$ cat src/rtl/descent_multistart_ctrl_pkg.sv
// Shared Q16.16 limits, sequencer state encoding and the saturating adder.
package descent_multistart_ctrl_pkg;

    localparam int          FIX_W   = 32;
    localparam logic [31:0] FIX_MAX = 32'h7FFF_FFFF;
    localparam logic [31:0] FIX_MIN = 32'h8000_0000;

    typedef enum logic [2:0] {
        S_IDLE      = 3'd0,
        S_ISSUE     = 3'd1,
        S_WAIT_DONE = 3'd2,
        S_RELEASE   = 3'd3,
        S_FINISH    = 3'd4
    } state_t;

    // Signed Q16.16 add/subtract that clamps to FIX_MAX/FIX_MIN instead of wrapping.
    function automatic logic [FIX_W-1:0] fixed_32_add_sub(
        input logic [FIX_W-1:0] a,
        input logic [FIX_W-1:0] b,
        input logic             sub
    );
        logic [FIX_W:0] sum;
        sum = sub ? ({a[FIX_W-1], a} - {b[FIX_W-1], b})
                  : ({a[FIX_W-1], a} + {b[FIX_W-1], b});
        if (sum[FIX_W] != sum[FIX_W-1]) begin
            return sum[FIX_W] ? FIX_MIN : FIX_MAX;
        end
        return sum[FIX_W-1:0];
    endfunction

endpackage

$ cat src/rtl/descent_multistart_ctrl_min_tracker.sv
// Keeps the lowest signed y seen since the last clear, with its x and job index.
module descent_multistart_ctrl_min_tracker
    import descent_multistart_ctrl_pkg::*;
#(
    parameter int IDX_W = 4
) (
    input  logic             clk,
    input  logic             rst,
    input  logic             clear,
    input  logic             valid,
    input  logic [31:0]      x_in,
    input  logic [31:0]      y_in,
    input  logic [IDX_W-1:0] idx_in,
    output logic [31:0]      best_x,
    output logic [31:0]      best_y,
    output logic [IDX_W-1:0] best_idx
);

    logic             have_q, have_d;
    logic [31:0]      best_x_q, best_x_d;
    logic [31:0]      best_y_q, best_y_d;
    logic [IDX_W-1:0] best_idx_q, best_idx_d;

    // Load on the first result after a clear, then only on a strictly lower y
    // so a tie keeps the earlier index.
    always_comb begin
        have_d     = have_q;
        best_x_d   = best_x_q;
        best_y_d   = best_y_q;
        best_idx_d = best_idx_q;
        if (clear) begin
            have_d     = 1'b0;
            best_x_d   = '0;
            best_y_d   = '0;
            best_idx_d = '0;
        end else if (valid && (!have_q || ($signed(y_in) < $signed(best_y_q)))) begin
            have_d     = 1'b1;
            best_x_d   = x_in;
            best_y_d   = y_in;
            best_idx_d = idx_in;
        end
    end

    // Result registers.
    always_ff @(posedge clk) begin
        if (rst) begin
            have_q     <= 1'b0;
            best_x_q   <= '0;
            best_y_q   <= '0;
            best_idx_q <= '0;
        end else begin
            have_q     <= have_d;
            best_x_q   <= best_x_d;
            best_y_q   <= best_y_d;
            best_idx_q <= best_idx_d;
        end
    end

    assign best_x   = best_x_q;
    assign best_y   = best_y_q;
    assign best_idx = best_idx_q;

endmodule

$ cat src/rtl/descent_multistart_ctrl.sv
// Multi-start job sequencer for one gradient-descent core.
//
//  state       | meaning
//  ------------+-----------------------------------------------------------
//  S_IDLE      | waiting for go; captures base/step and clears results
//  S_ISSUE     | raise opt_start once the core's done is low
//  S_WAIT_DONE | opt_start held; capture result on opt_done or time out
//  S_RELEASE   | opt_start low; wait for opt_done to fall, advance x and k
//  S_FINISH    | one-cycle done pulse, back to idle
module descent_multistart_ctrl
    import descent_multistart_ctrl_pkg::*;
#(
    parameter  int NUM_STARTS     = 8,
    parameter  int TIMEOUT_CYCLES = 4096,
    localparam int IDX_W          = $clog2(NUM_STARTS + 1),
    localparam int TMR_W          = $clog2(TIMEOUT_CYCLES + 1)
) (
    input  logic             clk,
    input  logic             rst,
    input  logic             go,
    input  logic [31:0]      base_x,
    input  logic [31:0]      step_x,
    output logic             opt_start,
    output logic [31:0]      opt_x_init,
    input  logic             opt_done,
    input  logic [31:0]      opt_x_at_min,
    input  logic [31:0]      opt_y_min,
    output logic [31:0]      best_x,
    output logic [31:0]      best_y,
    output logic [IDX_W-1:0] best_idx,
    output logic             busy,
    output logic             done,
    output logic             timeout_err
);

    state_t           state_q, state_d;
    logic [31:0]      x_q, x_d;
    logic [31:0]      step_q, step_d;
    logic [IDX_W-1:0] k_q, k_d;
    logic [TMR_W-1:0] timer_q, timer_d;
    logic             terr_q, terr_d;
    logic             trk_clear, trk_valid;
    logic             timed_out;

    // Down-counter hits terminal count after TIMEOUT_CYCLES cycles in one state.
    assign timed_out = (timer_q == '0);

    // Next-state, datapath and handshake outputs. Completion is tested before
    // the timeout so a same-cycle opt_done wins.
    always_comb begin
        state_d   = state_q;
        x_d       = x_q;
        step_d    = step_q;
        k_d       = k_q;
        terr_d    = terr_q;
        trk_clear = 1'b0;
        trk_valid = 1'b0;
        opt_start = 1'b0;
        busy      = 1'b1;
        done      = 1'b0;
        case (state_q)
            S_IDLE: begin
                busy = 1'b0;
                if (go) begin
                    x_d       = base_x;
                    step_d    = step_x;
                    k_d       = '0;
                    terr_d    = 1'b0;
                    trk_clear = 1'b1;
                    state_d   = S_ISSUE;
                end
            end
            S_ISSUE: begin
                if (!opt_done) begin
                    opt_start = 1'b1;
                    state_d   = S_WAIT_DONE;
                end else if (timed_out) begin
                    terr_d  = 1'b1;
                    state_d = S_FINISH;
                end
            end
            S_WAIT_DONE: begin
                opt_start = 1'b1;
                if (opt_done) begin
                    trk_valid = 1'b1;
                    state_d   = S_RELEASE;
                end else if (timed_out) begin
                    terr_d  = 1'b1;
                    state_d = S_RELEASE;
                end
            end
            S_RELEASE: begin
                if (!opt_done) begin
                    k_d     = k_q + IDX_W'(1);
                    x_d     = fixed_32_add_sub(x_q, step_q, 1'b0);
                    state_d = (k_q == IDX_W'(NUM_STARTS - 1)) ? S_FINISH : S_ISSUE;
                end else if (timed_out) begin
                    terr_d  = 1'b1;
                    state_d = S_FINISH;
                end
            end
            S_FINISH: begin
                busy    = 1'b0;
                done    = 1'b1;
                state_d = S_IDLE;
            end
            default: begin
                busy    = 1'b0;
                state_d = S_IDLE;
            end
        endcase
        if (state_d != state_q) begin
            timer_d = TMR_W'(TIMEOUT_CYCLES - 1);
        end else if (timed_out) begin
            timer_d = timer_q;
        end else begin
            timer_d = timer_q - TMR_W'(1);
        end
    end

    // State and datapath registers.
    always_ff @(posedge clk) begin
        if (rst) begin
            state_q <= S_IDLE;
            x_q     <= '0;
            step_q  <= '0;
            k_q     <= '0;
            timer_q <= '0;
            terr_q  <= 1'b0;
        end else begin
            state_q <= state_d;
            x_q     <= x_d;
            step_q  <= step_d;
            k_q     <= k_d;
            timer_q <= timer_d;
            terr_q  <= terr_d;
        end
    end

    assign opt_x_init  = x_q;
    assign timeout_err = terr_q;

    descent_multistart_ctrl_min_tracker #(
        .IDX_W (IDX_W)
    ) u_min_tracker (
        .clk      (clk),
        .rst      (rst),
        .clear    (trk_clear),
        .valid    (trk_valid),
        .x_in     (opt_x_at_min),
        .y_in     (opt_y_min),
        .idx_in   (k_q),
        .best_x   (best_x),
        .best_y   (best_y),
        .best_idx (best_idx)
    );

endmodule

$ cat config.mk
export PLATFORM = sky130hd
export DESIGN_NAME = descent_multistart_ctrl
export DESIGN_NICKNAME = d
export VERILOG_FILES = /design/src/rtl/descent_multistart_ctrl_pkg.sv /design/src/rtl/descent_multistart_ctrl_min_tracker.sv /design/src/rtl/descent_multistart_ctrl.sv
export SDC_FILE = /design/constraint.sdc
export NUM_CORES = 1
export LEC_CHECK = 0
export CORE_ASPECT_RATIO = 0.8
export CORE_MARGIN = 3
export CORE_UTILIZATION = 53
export CTS_BUF_LIST = sky130_fd_sc_hd__clkbuf_16
export CTS_CLUSTER_SIZE = 20
export DETAILED_ROUTE_END_ITERATION = 12
export GPL_TIMING_DRIVEN = 0
export MAX_ROUTING_LAYER = met4
export PLACE_DENSITY = 0.82
export SLEW_MARGIN = 10
export SYNTH_ARGS = -nofsm -noshare
export SYNTH_HDL_FRONTEND = slang
export SYNTH_SLANG_ARGS = --single-unit
$ cat constraint.sdc
create_clock -name clk -period 3.27 [get_ports clk]
set_input_delay 0.327 -clock clk [delete_from_list [all_inputs] [get_ports clk]]
set_output_delay 0.327 -clock clk [all_outputs]
set_load 0.02 [all_outputs]
# [Yosys cells after proc, flatten, opt, wreduce, memory -nomap -nowiden]
# Cells that the tools add are included.
[totals] ff_bits=154
[classes] n_mux=35 n_eq_ne=12 n_reduce_logical=14 order_cmp=1 n_addsub=3
[ops] cell="32-bit 2-to-1 mux" n=5
[ops] cell="32-bit one-hot mux with 2 select lines" n=1
[ops] cell="32-bit by 32-bit adder with 33-bit output" n=1
[ops] cell="32-bit < comparator" n=1
[ops] cell="12-bit 2-to-1 mux" n=2
[ops] cell="3-bit 2-to-1 mux" n=7
[ops] cell="1-bit 2-to-1 mux" n=14
[ops] cell="13-bit zero test" n=1
[ops] cell="13-bit by 1-bit subtractor with 13-bit output, second input constant" n=1
[ops] cell="3-bit one-hot mux with 4 select lines" n=1
[ops] cell="4-bit 2-to-1 mux" n=2
[ops] cell="4-bit one-hot mux with 2 select lines" n=1
[ops] cell="3-bit by 2-bit equality test with 1-bit output, second input constant" n=2
[ops] cell="2-bit != test, second input constant" n=3
[ops] cell="2-bit OR reduction" n=3
[ops] cell="4-bit by 1-bit adder with 4-bit output, second input constant" n=1
[ops] cell="4-bit by 3-bit equality test with 1-bit output, second input constant" n=1
[ops] cell="2-bit by 1-bit != test with 1-bit output, second input constant" n=2
[ops] cell="4-bit AND reduction" n=1
[ops] cell="3-bit by 1-bit equality test with 1-bit output, second input constant" n=1
[ops] cell="3-bit equality test, second input constant" n=1
[ops] cell="3-bit zero test" n=1
[ops] cell="3-bit != test" n=1
[ops] cell="1-bit one-hot mux with 3 select lines" n=1
[ops] cell="10 further kinds" n=10

# [Longest topological paths before layout]
# Gate-level depths: netlist of run 1.
[depth] ltp_word=8 mapped_depth=13 depth_no_buf=12

# [By module]
# Synthesis of run 1 repeated with hierarchy kept, for this count alone.
[hier_totals] cells_unflattened=1129 area_unflattened_um2=8974.9
[by_module_without_submodules] module="descent_multistart_ctrl" area_each_um2=5452.7 seq_area_each_um2=1701.6 cells_per_inst=714 instances=1
[by_module_without_submodules] module="descent_multistart_ctrl_min_tracker" area_each_um2=3522.1 seq_area_each_um2=1381.3 cells_per_inst=415 instances=1

# [Worst setup path after synthesis of run 1]
# No wires, ideal clock.
[synth_path] path_kind="flip-flop to flip-flop" startpoint="reg x_q[0] (netlist: opt_x_init[0])" endpoint="reg x_q[21] (netlist: opt_x_init[21])" n_path_buf=1 path_slack_ns=0.350 path_stages_with_launch=14 synth_period_minus_slack_ns=2.920 t_arrival_ns=2.828 required_ns=3.178 path_cell_list="dfxtp_1 > ha_1 > inv_1 > fa_1 > nand2b_1 > a21oi_1 > o21ai_1 > a31oi_1 > o31a_1 > a31oi_2 > o21ai_4 > buf_6 > a211oi_1 > nor4_1"
[synth_via] elab_chain_cells=8
[synth_rtl] element="from (decl)" line="descent_multistart_ctrl.sv:37" text="logic [31:0] x_q, x_d;"
[synth_rtl] element="from (signal assigned)" line="descent_multistart_ctrl.sv:125" text="x_q <= '0;"
[synth_rtl] element="from (signal assigned)" line="descent_multistart_ctrl.sv:132" text="x_q <= x_d;"
[synth_rtl] element="32-bit by 32-bit adder with 33-bit output *" line="descent_multistart_ctrl_pkg.sv:24" text=": ({a[FIX_W-1], a} + {b[FIX_W-1], b});"
[synth_rtl] element="1-bit != test" line="descent_multistart_ctrl_pkg.sv:25" text="if (sum[FIX_W] != sum[FIX_W-1]) begin"
[synth_rtl] element="1-bit 2-to-1 mux" line="descent_multistart_ctrl_pkg.sv:25"
[synth_rtl] element="1-bit 2-to-1 mux" line="descent_multistart_ctrl.sv:93" text="if (!opt_done) begin"
[synth_rtl] element="1-bit 2-to-1 mux" line="descent_multistart_ctrl.sv:61" text="case (state_q)"
[synth_rtl] element="32-bit 2-to-1 mux *" line="descent_multistart_ctrl_pkg.sv:28" text="return sum[FIX_W-1:0];"
[synth_rtl] element="32-bit 2-to-1 mux *" line="descent_multistart_ctrl.sv:93"
[synth_rtl] element="32-bit one-hot mux with 2 select lines *" line="descent_multistart_ctrl.sv:61"
# Every way passes the cells marked *; elsewhere a longest branch is shown, timed or not. The select of a mux whose other input is x is not followed.
# A chain may end at the register's enable or synchronous reset.

# [Worst setup path in the final report of run 1]
[layout_path] startpoint="reg x_q[10] (netlist: opt_x_init[10])" endpoint="reg x_q[10] (netlist: opt_x_init[10])"
# The elaborated chain is that of the path after synthesis.

==> metrics, run 1 <==
status=completed; CP max FO=7; Reg clk slew, reported paths=0.07 ns; Synth warnings=0; die area=23,900 um^2; Starting Density=0.553; post-synthesis register bit count=154; count leader, synth=o21ai_0; largest net degree at the start of global routing=17; Hold Slack=0.401 ns; total congestion overflow=0; Post-synth EDFFs=0; post-route ant nets=0; vias in the first global route=12,600; hold_sp=opt_done; Tmin final=3.17 ns; CP bufs+invs=3; clk_lat worst skew=0.44 ns; Synth area leader=dfxtp_1; WL final=43,300 um; Synth cell types=64; root buffer cell=clkbuf_16; commonest cells in the netlist=o21ai_0, nand2_1, a21oi_1; RSZ-0062 raised after global routing=yes; Worst path max stage delay=0.34 ns; n_diodes=0; achievable frequency=315 MHz; top cell type's share of synthesized area=0.263; # setup viols final=0; IO buf count=234; first-pass GRT wire length=67,800 um; Tot GR Track Use=0.356; synthesized instance count=1,667; max cap viols=0; clk buf depth=2; Tcrit/Tclk final=0.970; number of H-tree levels=4; chip width=172 um; Slew headroom=0.130; Avg Cell Area, Syn=7.02 um^2; CTS Buf Count=17; GP Congestion=0.973; final hold vios=0; synthesized area=11,700 um^2; Clock Skews=0.0125 ns; Core Rows=47; leading register cell type out of synthesis=dfxtp_1; Die Y=139 um; Core ar.=21,200 um^2; first-iteration detailed-routing DRC count=1,925; WP data required=3.59 ns; setup TNS=0 ns; DRC Markers=0; crit path DAT=3.50 ns; initial antenna violation count=0; share of flip-flops with an asynchronous set or reset=0; Hold Crit Class=input port to flop; clk sink count=154; Setup crit end kind=flop; delay-heaviest family, CP=compound AO/OA/AOI/OAI gates; Least-Margin Pin Slew=1.29 ns; Layout area overhead=29.3%; TritonCTS clock tree=built; # nets final=2,124; CP cell instances=ha_1 -> and3_2 -> a221o_1 -> a211o_1 -> o211ai_2 -> buf_4 -> mux2i_1 -> and3_4 -> o21ai_4 -> buf_6 -> buf_12 -> a41oi_1 -> o21ai_1; critical path startpoint=opt_x_init[10]$_SDFFE_PP0P_; DR pass1 iterations=5; VDD IR max=0.433 mV; post-DR wirelength/cell=19.6 um; layout cells sized above 1=0.0418; Slew Viols, Final=0; R2R Path Start=opt_x_init[10]$_SDFFE_PP0P_; Final Core Density=0.715; Seq/Total Area, Yosys=0.263; Critical-path top delay cell=ha_1; io pins=236; Crit Path Category=flop to flop; total vias in the final route=14,000; syn_nets=1,866; cts hold-fix bufs=0; Via density=6.33; pwr dens=373 nW/um^2; most area-consuming cells after synthesis=dfxtp_1, o21ai_0, nor3b_1, a21oi_1, and3_1; HPWL after DPL=31,100 um; CP Launch Type=flop; leakage=5.70 nW
## metal layers
| metal | up-vias | wire length [um] | share of wire | global-route usage |
|---|---|---|---|---|
| met3 | 87 | 4740 | 0.11 | 0.0781 |
| met1 | 6520 | 19600 | 0.45 | 0.526 |
| met5 | - | 0 | 0 | - |
| met2 | 849 | 18100 | 0.42 | 0.488 |
| met4 | 0 | 878 | 0.020 | 0.0916 |
| li1 | 6505 | - | - | - |
## tightest hold or removal path, cell delays in order
cell	delay (ns)
clkbuf_1	0.18
a41oi_1	0.23
nor3_1	0.05
## cell families after synthesis
family | Yosys count | synth area share
simple gates | 662 | 0.303
compound gates | 555 | 0.267
buf+inv | 190 | 0.0650
flops | 154 | 0.263
fa+ha+maj | 67 | 0.0722
xor+xnor | 37 | 0.0277
mux | 2 | 0.00171
## through the flow
step | cells | setup slack, ns | area, um^2 | power [mW]
5_1_grt | 2207 | -0.0505 | 15100 | 5.85
6_report | 2207 | 0.0965 | 15100 | 5.65
3_3_place_gp | 2170 | -0.377 | 14400 | 3.46
4_1_cts | 2204 | 0.00405 | 15000 | 5.60
3_5_place_dp | 2170 | -0.394 | 14400 | 3.48
2_1_floorplan | 1667 | 0.350 | 11700 | 2.90
## state kept, by name, summed over array words and instances, names as in the netlist
signal,flops
timeout_err,1
u_min_tracker.have_q,1
k_q,4
opt_x_init,32
timer_q,13
u_min_tracker.best_x,32
state_q,3
u_min_tracker.best_y,32
step_q,32
u_min_tracker.best_idx,4
## power by group
| group | switching [mW] | total, mW | internal, mW |
|---|---|---|---|
| clock network | 0.878 | 2.14 | 1.26 |
| logic | 0.854 | 1.43 | 0.579 |
| registers | 0.0958 | 2.08 | 1.98 |
| total | 1.83 | 5.65 | 3.83 |
## what timing repair did
item	in CTS	in global routing
pin swaps	2	8
setup endpoints to repair	31	89
buffers inserted	2	3
gates resized for setup	5	23
cloned	0	0
## worst paths after layout
check / to / slack (ns) / depth (start not counted)
max: opt_x_init[10]$_SDFFE_PP0P_ / 0.1 / 13
min: state_q[1]$_SDFF_PP0_ / 0.40 / 3
max reg2reg: opt_x_init[10]$_SDFFE_PP0P_ / 0.1 / 13
min reg2reg: step_q[27]$_SDFFE_PP0P_ / 0.46 / 2
## cell type report
| type | instances | area (um^2) |
|---|---|---|
| Sequential cell | 154 | 3080 |
| Clock buffer | 17 | 425 |
| Clock inverter | 15 | 183 |
| Buffer | 145 | 604 |
| Fill cell | 1785 | 6030 |
| Timing Repair Buffer | 239 | 2390 |
| Inverter | 45 | 169 |
| Tap cell | 269 | 337 |
| Multi-Input combinational cell | 1323 | 7940 |
## cells in the final DEF (no fill, tap or decap), types with 17 or more instances in the layout
cell / count
clkdlybuf4s50_1: 234
o21ai_0: 209
nand2_1: 196
a21oi_1: 188
dfxtp_1: 153
nor3b_1: 137
and3_1: 137
clkbuf_1: 128
nor2_1: 108
a31oi_1: 72
ha_1: 65
inv_1: 45
xnor2_1: 22
nor3_1: 18
a21o_1: 18
clkbuf_16: 17
No activity file was read; power rests on OpenSTA's default activity.
==> inputs of run 2 (changes only) <==
--- a/config.mk
+++ b/config.mk
@@ -14,7 +14,7 @@
 export GPL_TIMING_DRIVEN = 0
 export MAX_ROUTING_LAYER = met4
 export PLACE_DENSITY = 0.82
-export SLEW_MARGIN = 10
+export SLEW_MARGIN = 20
 export SYNTH_ARGS = -nofsm -noshare
 export SYNTH_HDL_FRONTEND = slang
 export SYNTH_SLANG_ARGS = --single-unit
==> metrics, run 2 (synthesized netlist as in run 1, its figures left out) <==
status=completed; achievable frequency=312 MHz; # setup viols final=0; most common cell after layout, fill and taps aside=clkdlybuf4s50_1; pwr dens=360 nW/um^2; placed insts=2,170; initial antenna violation count=0; io pins=236; largest net degree at the start of global routing=17; clk sink count=154; Final Core Density=0.712; fin cells=2,206; n_diodes=0; post-route ant nets=0; Setup crit end kind=flop; chip width=172 um; first-pass GRT wire length=67,300 um; Clock Skews=0.0135 ns; Starting Density=0.553; DR pass1 iterations=6; die area=23,900 um^2; worst slack, placed=-0.378 ns; Die Y=139 um; hold_sp=opt_done; TritonCTS clock tree=built; number of H-tree levels=4; cts hold-fix bufs=0; Least-Margin Pin Slew=0.827 ns; crit path DAT=3.54 ns; clk_lat worst skew=0.44 ns; vias in the first global route=12,600; Tot GR Track Use=0.353; Power, Total=5.42 mW; Slew headroom=0.445; Core ar.=21,200 um^2; HPWL after DPL=31,100 um; IO buf count=234; max cap viols=0; FF-to-FF setup slack=0.07 ns; Hold Crit Endpoint=state_q[1]$_SDFF_PP0_; root buffer cell=clkbuf_16; Reg clk slew, reported paths=0.07 ns; total vias in the final route=14,100; Tmin final=3.20 ns; DRC Markers=0; final hold vios=0; post-DR wirelength/cell=19.6 um; Layout area overhead=28.7%; worst hold stages=3; r2r endpoint=opt_x_init[23]$_SDFFE_PP0P_; worst reg2reg path depth=12; Hold Slack=0.391 ns; CTS Buf Count=17; GP Congestion=0.973; clk buf depth=2; Crit Path Category=flop to flop; Via density=6.39; setup ws final=0.0693 ns; layout cells sized above 1=0.0423; Tcrit/Tclk final=0.979; Hold Crit Class=input port to flop; # nets final=2,123; WL final=43,100 um; CP max FO=10; VDD IR max=0.456 mV; first-iteration detailed-routing DRC count=1,892; R2R Path Start=opt_x_init[9]$_SDFFE_PP0P_; WP data required=3.61 ns; commonest cells after routing, fill and taps aside=clkdlybuf4s50_1, o21ai_0, nand2_1; Core Rows=47; CP Launch Type=flop; Slew Viols, Final=0; total congestion overflow=0; leakage=5.67 nW
-- run 2: cell types whose count changed in the layout (fill, tap and decap cells not counted), sizes merged --
cell      change
clkinvlp      +2
buf           -1
bufinv        -3
inv           +1
-- run 2: power by group --
group / switching [mW] / total, mW / internal, mW
sequential: 0.0968 / 2.08 / 1.98
clock: 0.885 / 1.92 / 1.03
combinational: 0.849 / 1.43 / 0.578
total: 1.83 / 5.42 / 3.59
-- run 2: per-layer routing --
metal  GRT usage  vias to the layer above  wire length [um]
met5           -                        -                 0
met4      0.0848                        0               812
met3      0.0658                       84              4910
met2       0.490                      921             18000
met1       0.527                     6565             19400
li1            -                     6519                 -
-- run 2: metrics by stage --
| step | area, um^2 | setup TNS [ns] |
|---|---|---|
| 6_report | 15100 | 0 |
| 5_1_grt | 15100 | -0.0124 |
| 3_3_place_gp | 14400 | -22.55 |
| 4_1_cts | 15000 | 0 |
| 2_1_floorplan | 11700 | 0 |
| 3_5_place_dp | 14400 | -23.73 |
-- run 2: what timing repair did --
| item | CTS | global route |
|---|---|---|
| buffers inserted | 2 | 2 |
| endpoints found under the hold margin | 0 | 0 |
| gates resized for setup | 5 | 26 |
| pin swaps | 2 | 7 |
| endpoints found under the setup margin | 31 | 90 |
-- run 2: worst max-delay path: stages (launching register included) --
cell and delay (ns):
dfxtp_1 0.33, ha_1 0.36, a21o_1 0.22, a221o_1 0.38, a211o_1 0.36, o211ai_2 0.25, buf_4 0.15, mux2i_1 0.06
and3_4 0.20, o21ai_4 0.22, buf_8 0.18, a211oi_1 0.07, nor4_1 0.32
-- run 2: how the worst max path moves through the flow --
stage,to,slack (ns),from
3_5_place_dp,opt_x_init[20]$_SDFFE_PP0P_,-0.38,go
6_report,opt_x_init[23]$_SDFFE_PP0P_,0.07,opt_x_init[9]$_SDFFE_PP0P_
4_1_cts,opt_x_init[21]$_SDFFE_PP0P_,0.02,opt_x_init[0]$_SDFFE_PP0P_
3_3_place_gp,opt_x_init[28]$_SDFFE_PP0P_,-0.38,go
2_1_floorplan,opt_x_init[21]$_SDFFE_PP0P_,0.35,opt_x_init[0]$_SDFFE_PP0P_
5_1_grt,u_min_tracker.best_x[30]$_SDFFE_PP0P_,-0.01,u_min_tracker.best_y[1]$_SDFFE_PP0P_
-- run 2: area by class of cell --
| cell class | instances | area [um^2] |
|---|---|---|
| Timing Repair Buffer | 238 | 2370 |
| Clock buffer | 17 | 425 |
| Fill cell | 1785 | 6090 |
| Inverter | 45 | 169 |
| Tap cell | 269 | 337 |
| Buffer | 145 | 609 |
| Sequential cell | 154 | 3080 |
| Clock inverter | 15 | 113 |
| Multi-Input combinational cell | 1323 | 7970 |
